$ cat src/rtl/morse_sender.sv
// rtl/morse_sender.sv - Morse code transmitter: packed 10-bit code to timed key and event pulses
module morse_sender #(
  parameter int UNIT_CYCLES = 6000000
) (
  input  logic       clk,
  input  logic       reset,
  input  logic       send,
  input  logic [9:0] data_in,
  output logic       ready,
  output logic       key,
  output logic       dot,
  output logic       dash,
  output logic       interchar,
  output logic       interword,
  output logic       complete
);

  // Counter must hold the longest interval (word gap, 7 units) minus one.
  localparam int CW = (7 * UNIT_CYCLES > 1) ? $clog2(7 * UNIT_CYCLES) : 1;
  localparam logic [CW-1:0] LEN1 = CW'(UNIT_CYCLES - 1);
  localparam logic [CW-1:0] LEN3 = CW'(3 * UNIT_CYCLES - 1);
  localparam logic [CW-1:0] LEN7 = CW'(7 * UNIT_CYCLES - 1);

  typedef enum logic [2:0] {IDLE, MARK, SPACE, CHAR_GAP, WORD_GAP} state_t;

  state_t        state_q, state_d;
  logic [CW-1:0] cnt_q, cnt_d;
  logic [9:0]    shift_q, shift_d;
  logic [2:0]    sym_q, sym_d;
  logic          ready_q, ready_d;
  logic          key_q, key_d;
  logic          dot_q, dot_d;
  logic          dash_q, dash_d;
  logic          ichar_q, ichar_d;
  logic          iword_q, iword_d;
  logic          cmpl_q, cmpl_d;

  function automatic logic sym_valid(input logic [1:0] s);
    return (s == 2'b01) || (s == 2'b10);
  endfunction

  function automatic logic [CW-1:0] mark_len(input logic [1:0] s);
    return (s == 2'b10) ? LEN3 : LEN1;
  endfunction

  // Next-state, interval counter and the next value of every registered output.
  always_comb begin
    state_d = state_q;
    cnt_d   = cnt_q;
    shift_d = shift_q;
    sym_d   = sym_q;
    dot_d   = 1'b0;
    dash_d  = 1'b0;
    ichar_d = 1'b0;
    iword_d = 1'b0;
    cmpl_d  = 1'b0;
    case (state_q)
      IDLE: begin
        if (send) begin
          shift_d = data_in;
          sym_d   = 3'd0;
          if (data_in == 10'd0) begin
            state_d = WORD_GAP;
            cnt_d   = LEN7;
            iword_d = 1'b1;
          end else if (sym_valid(data_in[1:0])) begin
            state_d = MARK;
            cnt_d   = mark_len(data_in[1:0]);
            dot_d   = (data_in[1:0] == 2'b01);
            dash_d  = (data_in[1:0] == 2'b10);
          end else begin
            // Empty character: nothing to play, just acknowledge it.
            cmpl_d = 1'b1;
          end
        end
      end
      MARK: begin
        if (cnt_q == '0) begin
          shift_d = {2'b00, shift_q[9:2]};
          sym_d   = sym_q + 3'd1;
          if (sym_valid(shift_q[3:2]) && (sym_q < 3'd4)) begin
            state_d = SPACE;
            cnt_d   = LEN1;
          end else begin
            state_d = CHAR_GAP;
            cnt_d   = LEN3;
            ichar_d = 1'b1;
          end
        end else begin
          cnt_d = cnt_q - 1'b1;
        end
      end
      SPACE: begin
        if (cnt_q == '0) begin
          state_d = MARK;
          cnt_d   = mark_len(shift_q[1:0]);
          dot_d   = (shift_q[1:0] == 2'b01);
          dash_d  = (shift_q[1:0] == 2'b10);
        end else begin
          cnt_d = cnt_q - 1'b1;
        end
      end
      CHAR_GAP, WORD_GAP: begin
        if (cnt_q == '0) begin
          state_d = IDLE;
          cmpl_d  = 1'b1;
        end else begin
          cnt_d = cnt_q - 1'b1;
        end
      end
      default: begin
        state_d = IDLE;
        cnt_d   = '0;
      end
    endcase
    key_d   = (state_d == MARK);
    ready_d = (state_d == IDLE);
  end

  // State, counter, shift register and output registers; reset drops everything at once.
  always_ff @(posedge clk or posedge reset) begin
    if (reset) begin
      state_q <= IDLE;
      cnt_q   <= '0;
      shift_q <= '0;
      sym_q   <= '0;
      ready_q <= 1'b1;
      key_q   <= 1'b0;
      dot_q   <= 1'b0;
      dash_q  <= 1'b0;
      ichar_q <= 1'b0;
      iword_q <= 1'b0;
      cmpl_q  <= 1'b0;
    end else begin
      state_q <= state_d;
      cnt_q   <= cnt_d;
      shift_q <= shift_d;
      sym_q   <= sym_d;
      ready_q <= ready_d;
      key_q   <= key_d;
      dot_q   <= dot_d;
      dash_q  <= dash_d;
      ichar_q <= ichar_d;
      iword_q <= iword_d;
      cmpl_q  <= cmpl_d;
    end
  end

  assign ready     = ready_q;
  assign key       = key_q;
  assign dot       = dot_q;
  assign dash      = dash_q;
  assign interchar = ichar_q;
  assign interword = iword_q;
  assign complete  = cmpl_q;

endmodule

$ cat config.mk
export PLATFORM = sky130hd
export DESIGN_NAME = morse_sender
export DESIGN_NICKNAME = d
export VERILOG_FILES = /design/src/rtl/morse_sender.sv
export SDC_FILE = /design/constraint.sdc
export NUM_CORES = 1
export LEC_CHECK = 0
export CAP_MARGIN = 0
export CORE_ASPECT_RATIO = 2
export CORE_UTILIZATION = 30
export CTS_BUF_LIST = sky130_fd_sc_hd__clkbuf_4
export CTS_CLUSTER_DIAMETER = 80
export DETAILED_ROUTE_END_ITERATION = 8
export SYNTH_ARGS = -nofsm -noshare
export SYNTH_HDL_FRONTEND = slang
export SYNTH_SLANG_ARGS = --single-unit
export TNS_END_PERCENT = 20
$ cat constraint.sdc
create_clock -name clk -period 3.67 [get_ports clk]
set_input_delay 0.734 -clock clk [delete_from_list [all_inputs] [get_ports clk]]
set_output_delay 0.734 -clock clk [all_outputs]
set_load 0.005 [all_outputs]
==> metrics, run 1 <==
CORE AREA 0.01008 sq mm; final setup skew 0.02030 ns; hold slack 0.5018 ns; gp weighted congestion 0.9572; Final Cell Area 0.003527 sq mm; global-route wire length before repair 16.06 mm; Detailed Routing Iterations Pass 1 4; Starting Density 30.88%; largest net degree at the start of global routing 50; ys async rst share 100.0%; Multi-input gate area 0.001755 sq mm; max incr delay on CP 0.42 ns; Max-Slew Margin vs Limit 28.11%; Fin. Hold Viols 0; FILL cells 1,052; Leak 0.001406 uW; Total Routed Length 9.958 mm; crit end category register; Die X 74.05 um; Cell Rows 52; Top FF cell, synth dfrtp_1; Slew @ Worst Pin 1.074 ns; fin crit share 73.76%; Required @ worst endpoint 3.98 ns; synth unique cells 65; CP Depth 9; Antenna Nets Post-Route 0; initial antenna violation count 1; clock root buffer clkbuf_4; Worst R2R Path Depth 10; Placed Instance Area 0.003440 sq mm; Worst Slack Setup Final 0.9629 ns; grt total ovfl 0; Crit Path Class in -> reg; Post-synth EDFFs 0; clk sinks 49; DR vias/cell 5.550; Final Max Slew Viols 0; register area 0.001227 sq mm; Worst-path clk slew 0.16 ns; Chip Height 146.1 um; Initial DRC Count 167; Nets 393; TNS Setup 0 ns; Placed Cells 502; clk buf depth 2; Port Buffers 19; register area share after synthesis 39.41%; routed via count 2,836; Slowest-stage cell, CP clkdlybuf4s50_1; max-cap violation count 0; Worst VDD drop 211.1 uV; CP Cell Sequence clkdlybuf4s50_1, nor4_1, nand4_1, a21oi_2, nand2_1, a21oi_2, inv_2, a21oi_1, o22ai_1; cts-stage hold buffer count 0; WL per Instance 19.49 um; startpoint class of the critical path input port; Synth Area per Inst 8.699 sq um; status completed; Post-CTS Resized 0; Inserted Clock Buffers 5; # DRC 0; CP dominant cell by count a21oi_2; number of synthesized register bits 49; CP top delay family compound AO/OA/AOI/OAI gates; CTS tree yes; post-detail-place hpwl 7.791 mm; post-place setup slack 0.5293 ns; Layout Area Growth over Synthesis 13.26%; WHS Path Cells 2; Tot GR Track Use 20.41%; syn_nets 377; Synth Warn # 0; crit-path max FO 14; post-layout minimum cycle time 2.707 ns; vias in the first global route 2,994; most common cell after layout, fill and taps aside dfrtp_1; die area 0.01082 sq mm; Clock Latency Late Sink 0.41 ns; Non-Filler Instances 511; most frequent cells in the layout dfrtp_1, nand2_1, nor2_1; Setup Fix Bufs, Post-CTS 0; Ports 20; RSZ-0062 raised after global routing false; Hold Crit Class reg -> reg; H-tree levels 2; fraction of layout cells with a size suffix above 1 9.333%; CP Buf/Inv Count 2; PD cells 266.4 mW/mm^2; CP Data Arrival Time 3.02 ns; Cells after Synth 358; FMAX 369.4 MHz; Mapped Area 0.003114 sq mm; Final setup viols 0
## sequential cells by signal, summed over array words and instances, names as in the netlist, 3 cells and up
| register | cells |
|---|---|
| shift_q | 10 |
| cnt_q | 26 |
| sym_q | 3 |
| state_q | 3 |
## cell families after synthesis
| kind of cell | after synthesis | synth area share [%] |
|---|---|---|
| flip-flops | 49 | 39.41 |
| adder cells (fa/ha/maj) | 7 | 2.732 |
| XOR/XNOR | 5 | 1.406 |
| AND/OR/NAND/NOR | 141 | 24.43 |
| buffers and inverters | 30 | 4.218 |
| AO/OA/AOI/OAI | 116 | 24.55 |
| multiplexers | 10 | 3.254 |
## metrics by stage
step           util [%]  power [uW]
2_1_floorplan         -       570.5
3_3_place_gp      34.11       594.2
3_5_place_dp      34.11       594.6
4_1_cts           34.95       952.0
5_1_grt           34.98       973.7
6_report          34.98       939.5
## routing by layer
layer | GRT usage (%) | part of all wire (%) | up-vias
li1 | - | - | 1358
met1 | 19.29 | 32 | 1338
met2 | 37.36 | 56 | 97
met3 | 1.932 | 3.4 | 43
met5 | 0 | 0 | -
met4 | 16.63 | 8.3 | 0
## synthesized netlist by cell type (4+ instances only)
library cell  count  area share (%)
inv_1            13             1.6
nor3_1           14             2.2
a31oi_1           7             1.4
o211ai_1          5             1.2
nor4_1            4            0.80
buf_2             6            0.96
mux2i_1           9             2.9
o31a_1            4             1.1
a21o_1            4            0.96
nand4_1           5             1.0
ha_1              6             2.4
clkbuf_1          6            0.72
o21ai_0          29             4.7
nand2_1          42             5.1
o31ai_1           6             1.4
nand3_1           7             1.1
a21oi_1          14             2.2
o21ai_1          15             2.4
nand2b_1          4            0.80
a22o_1            7             2.0
nor2_1           34             4.1
or3_1             5             1.0
dfrtp_1          48              39
## worst register-to-register path, cell delays in order (launching register included)
cell,delay (ns)
dfrtp_1,0.49
inv_1,0.07
ha_1,0.22
nor3b_2,0.16
buf_4,0.16
nand4_1,0.07
buf_4,0.20
nor4_2,0.10
nor2_1,0.83
nor3_1,0.09
a21o_1,0.19
## path summary, 6_finish.rpt
path | start | slack, ns | to
min | shift_q[4]$_DFFE_PP0P_ | 0.50 | shift_q[4]$_DFFE_PP0P_
max | data_in[4] | 0.96 | cnt_q[21]$_DFFE_PP0P_
max reg2reg | cnt_q[0]$_DFFE_PP0P_ | 1.00 | sym_q[0]$_DFFE_PP0P_
min in group asynchronous | reset | 0.86 | cnt_q[12]$_DFFE_PP0P_
max in group asynchronous | reset | 2.13 | sym_q[2]$_DFFE_PP0P_
min reg2reg | shift_q[4]$_DFFE_PP0P_ | 0.50 | shift_q[4]$_DFFE_PP0P_
## cell type report
| cell class | count | share of cell area [%] |
|---|---|---|
| clock inverter | 3 | 1.348 |
| timing repair buffer | 25 | 6.669 |
| sequential | 49 | 34.80 |
| tap | 135 | 4.789 |
| inverter | 14 | 1.490 |
| clock buffer | 5 | 1.064 |
| antenna | 1 | 0.07095 |
| multi-input combinational | 279 | 49.77 |
## report_power, final
part | switching, uW | internal (uW) | total [uW]
logic | 23.2 | 17.7 | 40.9
registers | 1.32 | 541 | 542
clock network | 208 | 148 | 356
total | 232 | 707 | 940
Power figures use the tool's default switching activity.
==> run 2: changes to the inputs <==
clock period = 2.65 ns   (was 3.67 ns; I/O delays follow)
==> run 2 against run 1 <==
Against the previous run: first-iteration DRC count is 1.2% lower; clock skew is 0.013 ns higher; global-route usage is 0.44 points lower; wire length hardly changed; sequential share of layout area is 1.9 points lower; critical path depth is 3 lower; via count is 4.2% higher; clock-buffer cell count stayed put; die area stayed put; critical endpoint is now cnt_q[16]$_DFFE_PP0P_.
==> metrics, run 2 (synthesis results as in run 1) <==
post-detail-place hpwl 7.887 mm (+1.2%); grt total ovfl 0 (unchanged); Layout Area Growth over Synthesis 19.65%; fraction of layout cells with a size suffix above 1 14.82% (+5.5 points); max-cap violation count 0 (unchanged); CP top delay family simple AND/OR/NAND/NOR gates; Hold Crit Start shift_q[5]$_DFFE_PP0P_; Total Routed Length 9.956 mm (about the same); crit-path max FO 7 (-7); CTS tree yes; most common cell after layout, fill and taps aside dfrtp_1; Initial DRC Count 165 (-1.2%); cts-stage hold buffer count 0 (unchanged); vias in the first global route 3,013 (+0.63%); Nets 416 (+5.9%); Hold Crit Class reg -> reg; routed via count 2,954 (+4.2%); FMAX 418.1 MHz; gp weighted congestion 1.007 (+5.2%); Setup Fix Bufs, Post-CTS 0 (unchanged); Port Buffers 19 (unchanged); CP Cell Sequence nor4_4, and4_1, nand4b_1, o21ai_1, o21bai_1, a22o_1; crit end category register; clk buf depth 2 (unchanged); startpoint class of the critical path register; Tot GR Track Use 19.97% (-0.44 points); global-route wire length before repair 15.83 mm (-1.4%); most frequent cells in the layout dfrtp_1, nand2_1, nor2_1; clk sinks 49 (unchanged); Crit Path Class reg -> reg; Chip Height 146.1 um (unchanged); fin crit share 90.25%; Starting Density 30.88% (unchanged); Worst-path clk slew 0.18 ns (+0.02 ns); final setup skew 0.03300 ns (+0.01270 ns); max incr delay on CP 0.50 ns (+0.08 ns); Max-Slew Margin vs Limit 54.07% (+26 points); PD cells 345.0 mW/mm^2 (+30%); post-layout minimum cycle time 2.392 ns; max reg flops 26 (unchanged); Die X 74.05 um (unchanged); Cell Rows 52 (unchanged); Largest Register cnt_q; TNS Setup 0 ns (unchanged); Final setup viols 0 (unchanged); RSZ-0062 raised after global routing false; clock root buffer clkbuf_4; RR Startpoint cnt_q[8]$_DFFE_PP0P_; CORE AREA 0.01008 sq mm (unchanged); # DRC 0 (unchanged); Clock Latency Late Sink 0.41 ns (about the same); largest net degree at the start of global routing 26 (-48%); Worst VDD drop 281.5 uV (+33%); utilization after layout 36.95% (+2.0 points); CP Data Arrival Time 2.68 ns (-0.34 ns); status completed; Critical path origin cnt_q[8]$_DFFE_PP0P_; Antenna Nets Post-Route 0 (unchanged); H-tree levels 2 (unchanged); Final Max Slew Viols 0 (unchanged); Slew @ Worst Pin 0.6882 ns (-0.3863 ns); Fin. Hold Viols 0 (unchanged); Slowest-stage cell, CP dfrtp_1; Inserted Clock Buffers 5 (unchanged); WL per Instance 18.64 um (-4.3%); CP Buf/Inv Count 0 (-2); die area 0.01082 sq mm (unchanged); Required @ worst endpoint 2.93 ns (-1.05 ns); top flop regs cnt_q (26), shift_q (10); Post-CTS Resized 1 (+1); DR vias/cell 5.532 (-0.33%); Ports 20 (unchanged); initial antenna violation count 1 (unchanged); Detailed Routing Iterations Pass 1 5 (+1); Leak 0.001527 uW (+8.6%)
run 2: worst paths after layout:
| kind | to | slack (ns) | depth (start not counted) |
|---|---|---|---|
| setup / recovery | cnt_q[16]$_DFFE_PP0P_ | 0.26 | 6 |
| hold / removal | shift_q[5]$_DFFE_PP0P_ | 0.50 | 2 |
| setup reg to reg | cnt_q[16]$_DFFE_PP0P_ | 0.26 | 6 |
| hold reg to reg | shift_q[5]$_DFFE_PP0P_ | 0.50 | 2 |
| max in group asynchronous | ready$_DFF_PP1_ | 1.52 | 3 |
| min in group asynchronous | interword$_DFF_PP0_ | 0.51 | 2 |
run 2: stage by stage:
step                      instances  total power (uW)  setup WS [ns]  cell area (sq um)  hold WS, ns
final                           534              1285         0.2585               3726       0.5015
after global routing            534              1332         0.1292               3726       0.5357
after CTS                       533              1303         0.2414               3724       0.5049
after detailed placement        525             830.2       0.005620               3637       0.4710
after global placement          525             830.1        0.09204               3637       0.4679
after floorplan                 358             790.1         0.5081               3114       0.4496
run 2: where the power goes:
part | internal, uW | switching [uW]
Clock | 200 | 271
Sequential | 749 | 1.22
Combinational | 30.1 | 34.0
Total | 979 | 306
run 2: layer usage:
metal | vias to the layer above | wire length (um) | GRT usage (%)
li1 | 1398 | - | -
met1 | 1412 | 3283 | 18.69
met2 | 104 | 5697 | 37.68
met3 | 40 | 284 | 1.863
met4 | 0 | 690 | 14.33
met5 | - | 0 | 0
run 2: layout make-up:
| class | instances | area [sq um] |
|---|---|---|
| diodes | 1 | 2.502 |
| clock buffers | 5 | 37.54 |
| clock inverters | 3 | 46.29 |
| fillers | 1053 | 6359 |
| inverters | 14 | 52.55 |
| multi-input cells | 279 | 1758 |
| flip-flops and latches | 49 | 1227 |
| well taps | 135 | 168.9 |
| repair buffers | 48 | 432.9 |
run 2: worst register-to-register path: stages (launching register included):
cell and delay, ns:
dfrtp_1 0.50, nor4_4 0.50, and4_1 0.43, nand4b_1 0.18, o21ai_1 0.30, o21bai_1 0.13, a22o_1 0.24
==> run 3: changes to the inputs <==
CORE_UTILIZATION = 39   (was 30)
SLEW_MARGIN = 20   (was unset)
==> run 3 against run 2 <==
Against the previous run: via count rose by 1.6%; clock skew rose by 0.00061 ns; clock-buffer cell count rose by 1; sequential share of layout area fell by 0.055 points; sequential power barely moved; first-iteration DRC count fell by 18%; maximum frequency fell by 0.75%; final cell count fell by 6.2%; wire length rose by 1.8%; die area fell by 23%; core utilization rose by 12 points.
==> metrics, run 3 (synthesis results as in run 1) <==
global-route wire length before repair 16.42 mm (+3.7%); Port Buffers 19 (unchanged); Largest Register cnt_q; Inserted Clock Buffers 5 (unchanged); max reg flops 26 (unchanged); crit-path max FO 6 (-1); Leak 0.001568 uW (+2.7%); Final Cell Area 0.003732 sq mm (+0.17%); Worst-path clk slew 0.17 ns (about the same); Required @ worst endpoint 3.00 ns (+0.07 ns); top flop regs cnt_q (26), shift_q (10); fin crit share 90.93% (+0.69 points); routed via count 3,002 (+1.6%); reg2reg setup slack 0.24 ns (-0.02 ns); final setup skew 0.03361 ns (+0.0006136 ns); Multi-input gate area 0.001760 sq mm (+0.14%); CORE AREA 0.007657 sq mm (-24%); gp weighted congestion 0.9468 (-5.9%); Antenna Nets Post-Route 0 (unchanged); Final Max Slew Viols 0 (unchanged); most common cell after layout, fill and taps aside dfrtp_1; Nets 424 (+1.9%); Placed Instance Area 0.003646 sq mm (+0.24%); Starting Density 40.67% (+9.8 points); clk sinks 49 (unchanged); Fin. Hold Viols 0 (unchanged); clock root buffer clkbuf_4; Detailed Routing Iterations Pass 1 5 (unchanged); startpoint class of the critical path register; Initial DRC Count 135 (-18%); post-layout minimum cycle time 2.410 ns (+0.01817 ns); clk buf depth 2 (unchanged); Chip Height 128.4 um (-12%); cts-stage hold buffer count 0 (unchanged); TNS Setup 0 ns (unchanged); CTS tree yes; Post-CTS Resized 0 (-1); Layout Area Growth over Synthesis 19.85%; Max-Slew Margin vs Limit 54.30% (+0.22 points); Slew @ Worst Pin 0.6848 ns (-0.003351 ns); Crit Path Class reg -> reg; RSZ-0062 raised after global routing false; Clock Latency Late Sink 0.41 ns (about the same); grt total ovfl 0 (unchanged); Setup Fix Bufs, Post-CTS 0 (unchanged); most frequent cells in the layout dfrtp_1, nand2_1, buf_4; post-detail-place hpwl 8.143 mm (+3.2%); Worst VDD drop 246.1 uV (-13%); DR vias/cell 5.992 (+8.3%); max-cap violation count 0 (unchanged); Die X 65.19 um (-12%); largest net degree at the start of global routing 27 (+3.8%); Tot GR Track Use 26.85% (+6.9 points); FILL cells 795 (-25%); WL per Instance 20.24 um (+8.6%); Final setup viols 0 (unchanged); initial antenna violation count 1 (unchanged); CP Data Arrival Time 2.76 ns (+0.08 ns); FMAX 415.0 MHz (-0.75%); PD cells 342.5 mW/mm^2 (-0.72%); # DRC 0 (unchanged); Ports 20 (unchanged); status completed; Total Routed Length 10.14 mm (+1.8%); vias in the first global route 3,160 (+4.9%); H-tree levels 2 (unchanged); crit end category register; die area 0.008368 sq mm (-23%); fraction of layout cells with a size suffix above 1 16.50% (+1.7 points); register area 0.001227 sq mm (unchanged); Cell Rows 45 (-13%); Hold Crit Class in -> async
run 3: cell types whose count changed in the layout (fill, tap and decap cells not counted), sizes merged:
cell      before  now
buf           29   37
clkbuf         5    6
clkinvlp       1    0
run 3: report_power, final:
part           switching (uW)  internal, uW
registers                1.31           749
logic                    33.8          30.1
clock network             257           207
total                     292           986
run 3: path summary, 6_finish.rpt:
kind | cells past startpoint | end | from
max | 10 | cnt_q[12]$_DFFE_PP0P_ | cnt_q[0]$_DFFE_PP0P_
min | 2 | cnt_q[25]$_DFFE_PP0P_ | reset
max reg2reg | 10 | cnt_q[12]$_DFFE_PP0P_ | cnt_q[0]$_DFFE_PP0P_
min reg2reg | 2 | sym_q[1]$_DFFE_PP0P_ | sym_q[1]$_DFFE_PP0P_
max in group asynchronous | 3 | ready$_DFF_PP1_ | reset
min in group clk | 2 | sym_q[1]$_DFFE_PP0P_ | sym_q[1]$_DFFE_PP0P_
run 3: worst max-delay path, stage by stage (launching register included):
cell     delay (ns)
dfrtp_1        0.47
inv_1          0.08
ha_1           0.18
nor3b_2        0.23
buf_4          0.18
and4_1         0.33
nand3_1        0.19
and2_1         0.26
buf_4          0.18
o211a_1        0.10
o21ai_1        0.14
run 3: layout make-up:
class | count | area share (%)
multi-input combinational | 279 | 47.17
sequential | 49 | 32.89
timing repair buffer | 56 | 13.21
tap | 94 | 3.151
inverter | 14 | 1.408
clock buffer | 6 | 1.207
clock inverter | 2 | 0.9051
antenna | 1 | 0.06705
run 3: per-stage QoR:
stage / hold slack (ns) / setup slack, ns / utilization [%] / cells / power, uW
2_1_floorplan: 0.4496 / 0.5081 / - / 358 / 790.1
6_report: 0.4591 / 0.2403 / 48.74 / 501 / 1278
4_1_cts: 0.4903 / 0.1371 / 48.64 / 500 / 1292
5_1_grt: 0.5028 / 0.02497 / 48.74 / 501 / 1318
3_3_place_gp: 0.4732 / 0.1433 / 47.61 / 492 / 828.8
3_5_place_dp: 0.4832 / 0.04314 / 47.61 / 492 / 829.7
run 3: routing by layer:
metal	wire [um]	track usage, %	vias to the layer above
li1	-	-	1413
met1	3348	25.23	1432
met2	5583	50.15	100
met3	279	3.191	57
met4	928	20.97	0
met5	0	0	-
